--- src/rtl/muldiv_ctrl.sv ---
// HI/LO owner for the EXE stage: sequences multiplies internally and divides through an external divider.
// Optional build macro MULDIV_DIVZERO_BYPASS_EN completes zero-divisor divides locally without the divider.
module muldiv_ctrl #(
    parameter int MUL_LAT = 2
) (
    input  logic        clk,
    input  logic        reset,
    input  logic        op_valid,
    output logic        op_ready,
    input  logic [2:0]  op_type,
    input  logic [31:0] op_src1,
    input  logic [31:0] op_src2,
    output logic        op_done,
    input  logic        flush,
    output logic        div_req_valid,
    input  logic        div_req_ready,
    output logic        div_signed,
    output logic [31:0] div_dividend,
    output logic [31:0] div_divisor,
    input  logic        div_resp_valid,
    input  logic [31:0] div_quot,
    input  logic [31:0] div_rem,
    output logic [31:0] hi,
    output logic [31:0] lo,
    output logic        busy
);

    typedef enum logic [2:0] {
        S_IDLE     = 3'd0,
        S_MUL      = 3'd1,
        S_DIV_REQ  = 3'd2,
        S_DIV_WAIT = 3'd3,
        S_DRAIN    = 3'd4
    } state_t;

    localparam logic [2:0] OP_MULT  = 3'd0;
    localparam logic [2:0] OP_MULTU = 3'd1;
    localparam logic [2:0] OP_DIV   = 3'd2;
    localparam logic [2:0] OP_DIVU  = 3'd3;
    localparam logic [2:0] OP_MTHI  = 3'd4;
    localparam logic [2:0] OP_MTLO  = 3'd5;
    localparam logic [2:0] CNT_INIT = 3'(MUL_LAT - 1);

    state_t      state_r;
    state_t      state_nxt_s;
    logic [2:0]  cnt_r;
    logic [2:0]  cnt_nxt_s;
    logic [31:0] src1_r;
    logic [31:0] src2_r;
    logic        signed_r;
    logic [31:0] hi_r;
    logic [31:0] lo_r;
    logic [31:0] hi_nxt_s;
    logic [31:0] lo_nxt_s;
    logic        hi_we_s;
    logic        lo_we_s;
    logic        done_s;
    logic        op_ready_s;
    logic        accept_s;
    logic        op_signed_s;
    logic [63:0] prod_s;

    // Widen an operand to 64 bits so the low half of a 64x64 product is the exact 32x32 result.
    function automatic logic [63:0] ext64(input logic [31:0] v, input logic sgn);
        ext64 = sgn ? {{32{v[31]}}, v} : {32'd0, v};
    endfunction

    assign op_ready_s  = (state_r == S_IDLE) && !flush;
    assign accept_s    = op_valid && op_ready_s;
    assign op_signed_s = (op_type == OP_MULT) || (op_type == OP_DIV);
    assign prod_s      = ext64(src1_r, signed_r) * ext64(src2_r, signed_r);

    // Next-state, HI/LO write selection and completion strobe.
    always_comb begin
        state_nxt_s = state_r;
        cnt_nxt_s   = cnt_r;
        done_s      = 1'b0;
        hi_we_s     = 1'b0;
        lo_we_s     = 1'b0;
        hi_nxt_s    = hi_r;
        lo_nxt_s    = lo_r;
        case (state_r)
            S_IDLE: begin
                if (accept_s) begin
                    case (op_type)
                        OP_MULT, OP_MULTU: begin
                            state_nxt_s = S_MUL;
                            cnt_nxt_s   = CNT_INIT;
                        end
                        OP_DIV, OP_DIVU: begin
`ifdef MULDIV_DIVZERO_BYPASS_EN
                            if (op_src2 == 32'd0) begin
                                done_s   = 1'b1;
                                hi_we_s  = 1'b1;
                                lo_we_s  = 1'b1;
                                hi_nxt_s = op_src1;
                                lo_nxt_s = 32'hFFFF_FFFF;
                            end else begin
                                state_nxt_s = S_DIV_REQ;
                            end
`else
                            state_nxt_s = S_DIV_REQ;
`endif
                        end
                        OP_MTHI: begin
                            done_s   = 1'b1;
                            hi_we_s  = 1'b1;
                            hi_nxt_s = op_src1;
                        end
                        OP_MTLO: begin
                            done_s   = 1'b1;
                            lo_we_s  = 1'b1;
                            lo_nxt_s = op_src1;
                        end
                        default: done_s = 1'b1;
                    endcase
                end else begin
                    state_nxt_s = S_IDLE;
                end
            end
            S_MUL: begin
                if (flush) begin
                    state_nxt_s = S_IDLE;
                end else if (cnt_r == 3'd0) begin
                    done_s      = 1'b1;
                    hi_we_s     = 1'b1;
                    lo_we_s     = 1'b1;
                    hi_nxt_s    = prod_s[63:32];
                    lo_nxt_s    = prod_s[31:0];
                    state_nxt_s = S_IDLE;
                end else begin
                    cnt_nxt_s = cnt_r - 3'd1;
                end
            end
            S_DIV_REQ: begin
                // Once the divider has taken the request, a flush must still wait for its answer.
                if (div_req_ready) begin
                    state_nxt_s = flush ? S_DRAIN : S_DIV_WAIT;
                end else if (flush) begin
                    state_nxt_s = S_IDLE;
                end else begin
                    state_nxt_s = S_DIV_REQ;
                end
            end
            S_DIV_WAIT: begin
                if (flush) begin
                    state_nxt_s = div_resp_valid ? S_IDLE : S_DRAIN;
                end else if (div_resp_valid) begin
                    done_s      = 1'b1;
                    hi_we_s     = 1'b1;
                    lo_we_s     = 1'b1;
                    hi_nxt_s    = div_rem;
                    lo_nxt_s    = div_quot;
                    state_nxt_s = S_IDLE;
                end else begin
                    state_nxt_s = S_DIV_WAIT;
                end
            end
            S_DRAIN: begin
                if (div_resp_valid) begin
                    state_nxt_s = S_IDLE;
                end else begin
                    state_nxt_s = S_DRAIN;
                end
            end
            default: state_nxt_s = S_IDLE;
        endcase
    end

    // State and multiply countdown registers.
    always_ff @(posedge clk or posedge reset) begin
        if (reset) begin
            state_r <= S_IDLE;
            cnt_r   <= 3'd0;
        end else begin
            state_r <= state_nxt_s;
            cnt_r   <= cnt_nxt_s;
        end
    end

    // Operand capture on accept; held stable for the multiplier and the divider request.
    always_ff @(posedge clk or posedge reset) begin
        if (reset) begin
            src1_r   <= 32'd0;
            src2_r   <= 32'd0;
            signed_r <= 1'b0;
        end else if (accept_s) begin
            src1_r   <= op_src1;
            src2_r   <= op_src2;
            signed_r <= op_signed_s;
        end
    end

    // HI/LO architectural registers.
    always_ff @(posedge clk or posedge reset) begin
        if (reset) begin
            hi_r <= 32'd0;
            lo_r <= 32'd0;
        end else begin
            if (hi_we_s) begin
                hi_r <= hi_nxt_s;
            end
            if (lo_we_s) begin
                lo_r <= lo_nxt_s;
            end
        end
    end

    assign op_ready      = op_ready_s;
    assign op_done       = done_s;
    assign busy          = (state_r != S_IDLE);
    assign div_req_valid = (state_r == S_DIV_REQ);
    assign div_signed    = signed_r;
    assign div_dividend  = src1_r;
    assign div_divisor   = src2_r;
    assign hi            = hi_r;
    assign lo            = lo_r;

endmodule

--- config.mk ---
export PLATFORM = sky130hd
export DESIGN_NAME = muldiv_ctrl
export DESIGN_NICKNAME = d
export VERILOG_FILES = /design/src/rtl/muldiv_ctrl.sv
export SDC_FILE = /design/constraint.sdc
export NUM_CORES = 2
export LEC_CHECK = 0
export BUFFER_PORTS_ARGS = -buffer_cell sky130_fd_sc_hd__buf_2
export CAP_MARGIN = 20
export CORE_MARGIN = 2
export CORE_UTILIZATION = 45
export DETAILED_ROUTE_END_ITERATION = 7
export PLACE_DENSITY = 0.66
export SYNTH_ARGS = -nofsm -noshare
export SYNTH_HDL_FRONTEND = slang
export SYNTH_SLANG_ARGS = --single-unit
--- constraint.sdc ---
create_clock -name clk -period 10.8 [get_ports clk]
set_input_delay 2.16 -clock clk [delete_from_list [all_inputs] [get_ports clk]]
set_output_delay 2.16 -clock clk [all_outputs]
set_load 0.1 [all_outputs]
==> metrics.cfg <==
[logic_synthesis]
synthTopCellsByArea=fa_1 53%, inv_1 11%, ha_1 7.2%
yosys.area.top_type=fa_1
ys_ff_latch=135
ys_seq_area_frac=0.0628
async_flop_share=1.00
synth.distinct_cells=70
synth.net_count=7619
synth_edf_count=0
avgSynthCellArea_um2=9.35
synthFlopType=dfrtp_1
yosysTopAreaCellShare=0.528
yosys_warnings=0
synthCells=5753
netlist_area_um2=53800

[sta]
final_max_slew_viol_count=0
fin_tns_setup_ns=0
hold_viol_final=0
fmax_ghz=0.0975
rsz0062_at_grt=no
fin_crit_sh=0.950
whs_ns=0.480
fin_skew_ns=0.0328
finalWorstSetupSlack_ns=0.545
worstMarginPinSlew_ns=1.19
finalCriticalPeriod_ns=10.25
setup_viol=0
max_slew_margin=0.205

[routing]
drtAntennaViolNets=0
drc=8
wire_per_inst_um=23.7
drt_iter0_drc=4027
dr_total_vias=39900
first_pass_iters=8
viasPerCell=5.37
drt_wl_total_um=176000

[floorplan]
pin_count=270
die_y_um=350
coreArea_um2=118000
start_util=0.455
dieArea_um2=122000
die_x_um=350
num_rows=126

[outcome]
outcome=complete, but fails checks
violations=design-rule violations

[clocking]
cts_setup_buffers=0
clock_latency_ns=0.50
numClockSinks=135
cts_max_level=4
clockBufferDepth=2
cts_tree=done
cts_resized=0
cts_buffers=17
cts-hold-fix-buffers=0
cts-root-buf=clkbuf_16
path_clk_slew_ns=0.07

[setup_path]
end_kind=register
start_kind=register
arrival_ns=10.60
crit_fanout=23
cp.required_ns=11.14
crit_type=register to register
slowest_stage=fa_1
worst_path_most_repeated_cell=fa_1
cp_slowest_stage_delay_ns=0.90

[global_route]
grt.total_usage=0.303
grt_max_degree=70
grt_pass1_vias=43100
grt_pass1_wl_um=274000
antenna_found_initial=7
grt_overflow=0

[final_layout]
instances_no_fill=7422
layout-drive-gt1-share=0.0775
area_growth_pct=7.25
num_antenna_cells=0
finalNetCount=7739

[run]
cap_violations=0

[placement]
io_buffers=269
finalWeightedCongestion=0.990
place_inst=7385
place_ws_ns=0.597
place_hpwl_um=148000

[worst_hold_path]
hp-class=register to register

-- final timing paths --
path | depth (start not counted) | from | end | slack [ns]
max | 30 | div_signed | hi[28] | 0.55
min reg2reg | 2 | div_dividend[20] | div_dividend[20] | 0.48
min | 2 | div_dividend[20] | div_dividend[20] | 0.48
min in group asynchronous | 2 | reset | lo[23] | 1.80
max reg2reg | 30 | div_signed | hi[28] | 0.55
max in group asynchronous | 3 | reset | div_dividend[15] | 7.43
-- cells by family after synthesis --
| group | share of synthesized area |
|---|---|
| buf+inv | 0.128 |
| fa+ha+maj | 0.601 |
| simple gates | 0.141 |
| compound gates | 0.0461 |
| flops | 0.0628 |
| xor+xnor | 0.0195 |
| mux | 0.00209 |
-- cell usage after synthesis (all sizes together) (5+ instances only) --
master / n
a21oi: 106
xor2: 30
inv: 1536
clkbuf: 277
nand2b: 11
nand3: 18
xnor2: 90
a221oi: 17
mux2i: 9
nand4: 13
and3: 28
a211oi: 10
nor3: 14
and2: 580
ha: 310
dfrtp: 135
o22ai: 8
a41oi: 5
a21o: 34
nor2b: 10
nor2: 89
o21bai: 12
a222oi: 37
buf: 14
a31o: 8
fa: 1419
o21ai: 67
o21a: 6
nand2: 794
a31oi: 14
-- placed cells by master, fill, tap and decap left out, types with 8 or more instances in the layout --
master and count:
a211oi_1 9, a21o_1 34, a21oi_1 102, a221oi_1 16, a222oi_1 37, a31o_2 8, a31oi_1 14, and2_1 579
and3_1 28, buf_2 269, buf_4 113, clkbuf_16 17, dfrtp_1 131, fa_1 1419, ha_1 310, inv_1 1535
mux2i_1 9, nand2_1 792, nand2b_1 10, nand3_1 18, nand4_1 13, nor2_1 89, nor2b_1 10, nor3_1 14
o21ai_0 56, o21ai_1 10, o21bai_1 12, o22ai_1 8, xnor2_1 90, xor2_1 30
-- critical path: cells and delay by family (launching register included) --
family          cells  cell delay, ns
fa+ha+maj          11            5.94
buf+inv             7            1.16
simple gates        5            1.10
mux                 1            0.24
flops               1            0.35
compound gates      6            1.30
-- registers in the layout (all words and copies together) (netlist names) --
signal	cells
lo	32
div_divisor	32
div_dividend	32
hi	32
cnt_r	3
state_r	3
div_signed	1
-- stage by stage --
stage | area, um^2 | util
2_1_floorplan | 53800 | -
3_3_place_gp | 56900 | 0.481
3_5_place_dp | 57000 | 0.482
4_1_cts | 57500 | 0.487
5_1_grt | 57700 | 0.488
6_report | 57700 | 0.488
-- final cells by class --
| type | count | area [um^2] |
|---|---|---|
| Multi-Input combinational cell | 3791 | 43600 |
| Sequential cell | 135 | 3380 |
| Tap cell | 1536 | 1920 |
| Fill cell | 11200 | 60600 |
| Clock buffer | 18 | 429 |
| Inverter | 1536 | 5770 |
| Clock inverter | 14 | 164 |
| Timing Repair Buffer | 392 | 2450 |
-- routing by layer --
| layer | vias up | track usage | share of wire |
|---|---|---|---|
| met5 | - | 0 | 0.000074 |
| met4 | 2 | 0.0771 | 0.029 |
| met3 | 216 | 0.0824 | 0.12 |
| met2 | 2042 | 0.433 | 0.42 |
| met1 | 20800 | 0.453 | 0.43 |
| li1 | 16800 | - | - |
Power is left out: the tool's default activity adds up to more than one toggle a clock period on the data nets, which glitch-free logic cannot reach.
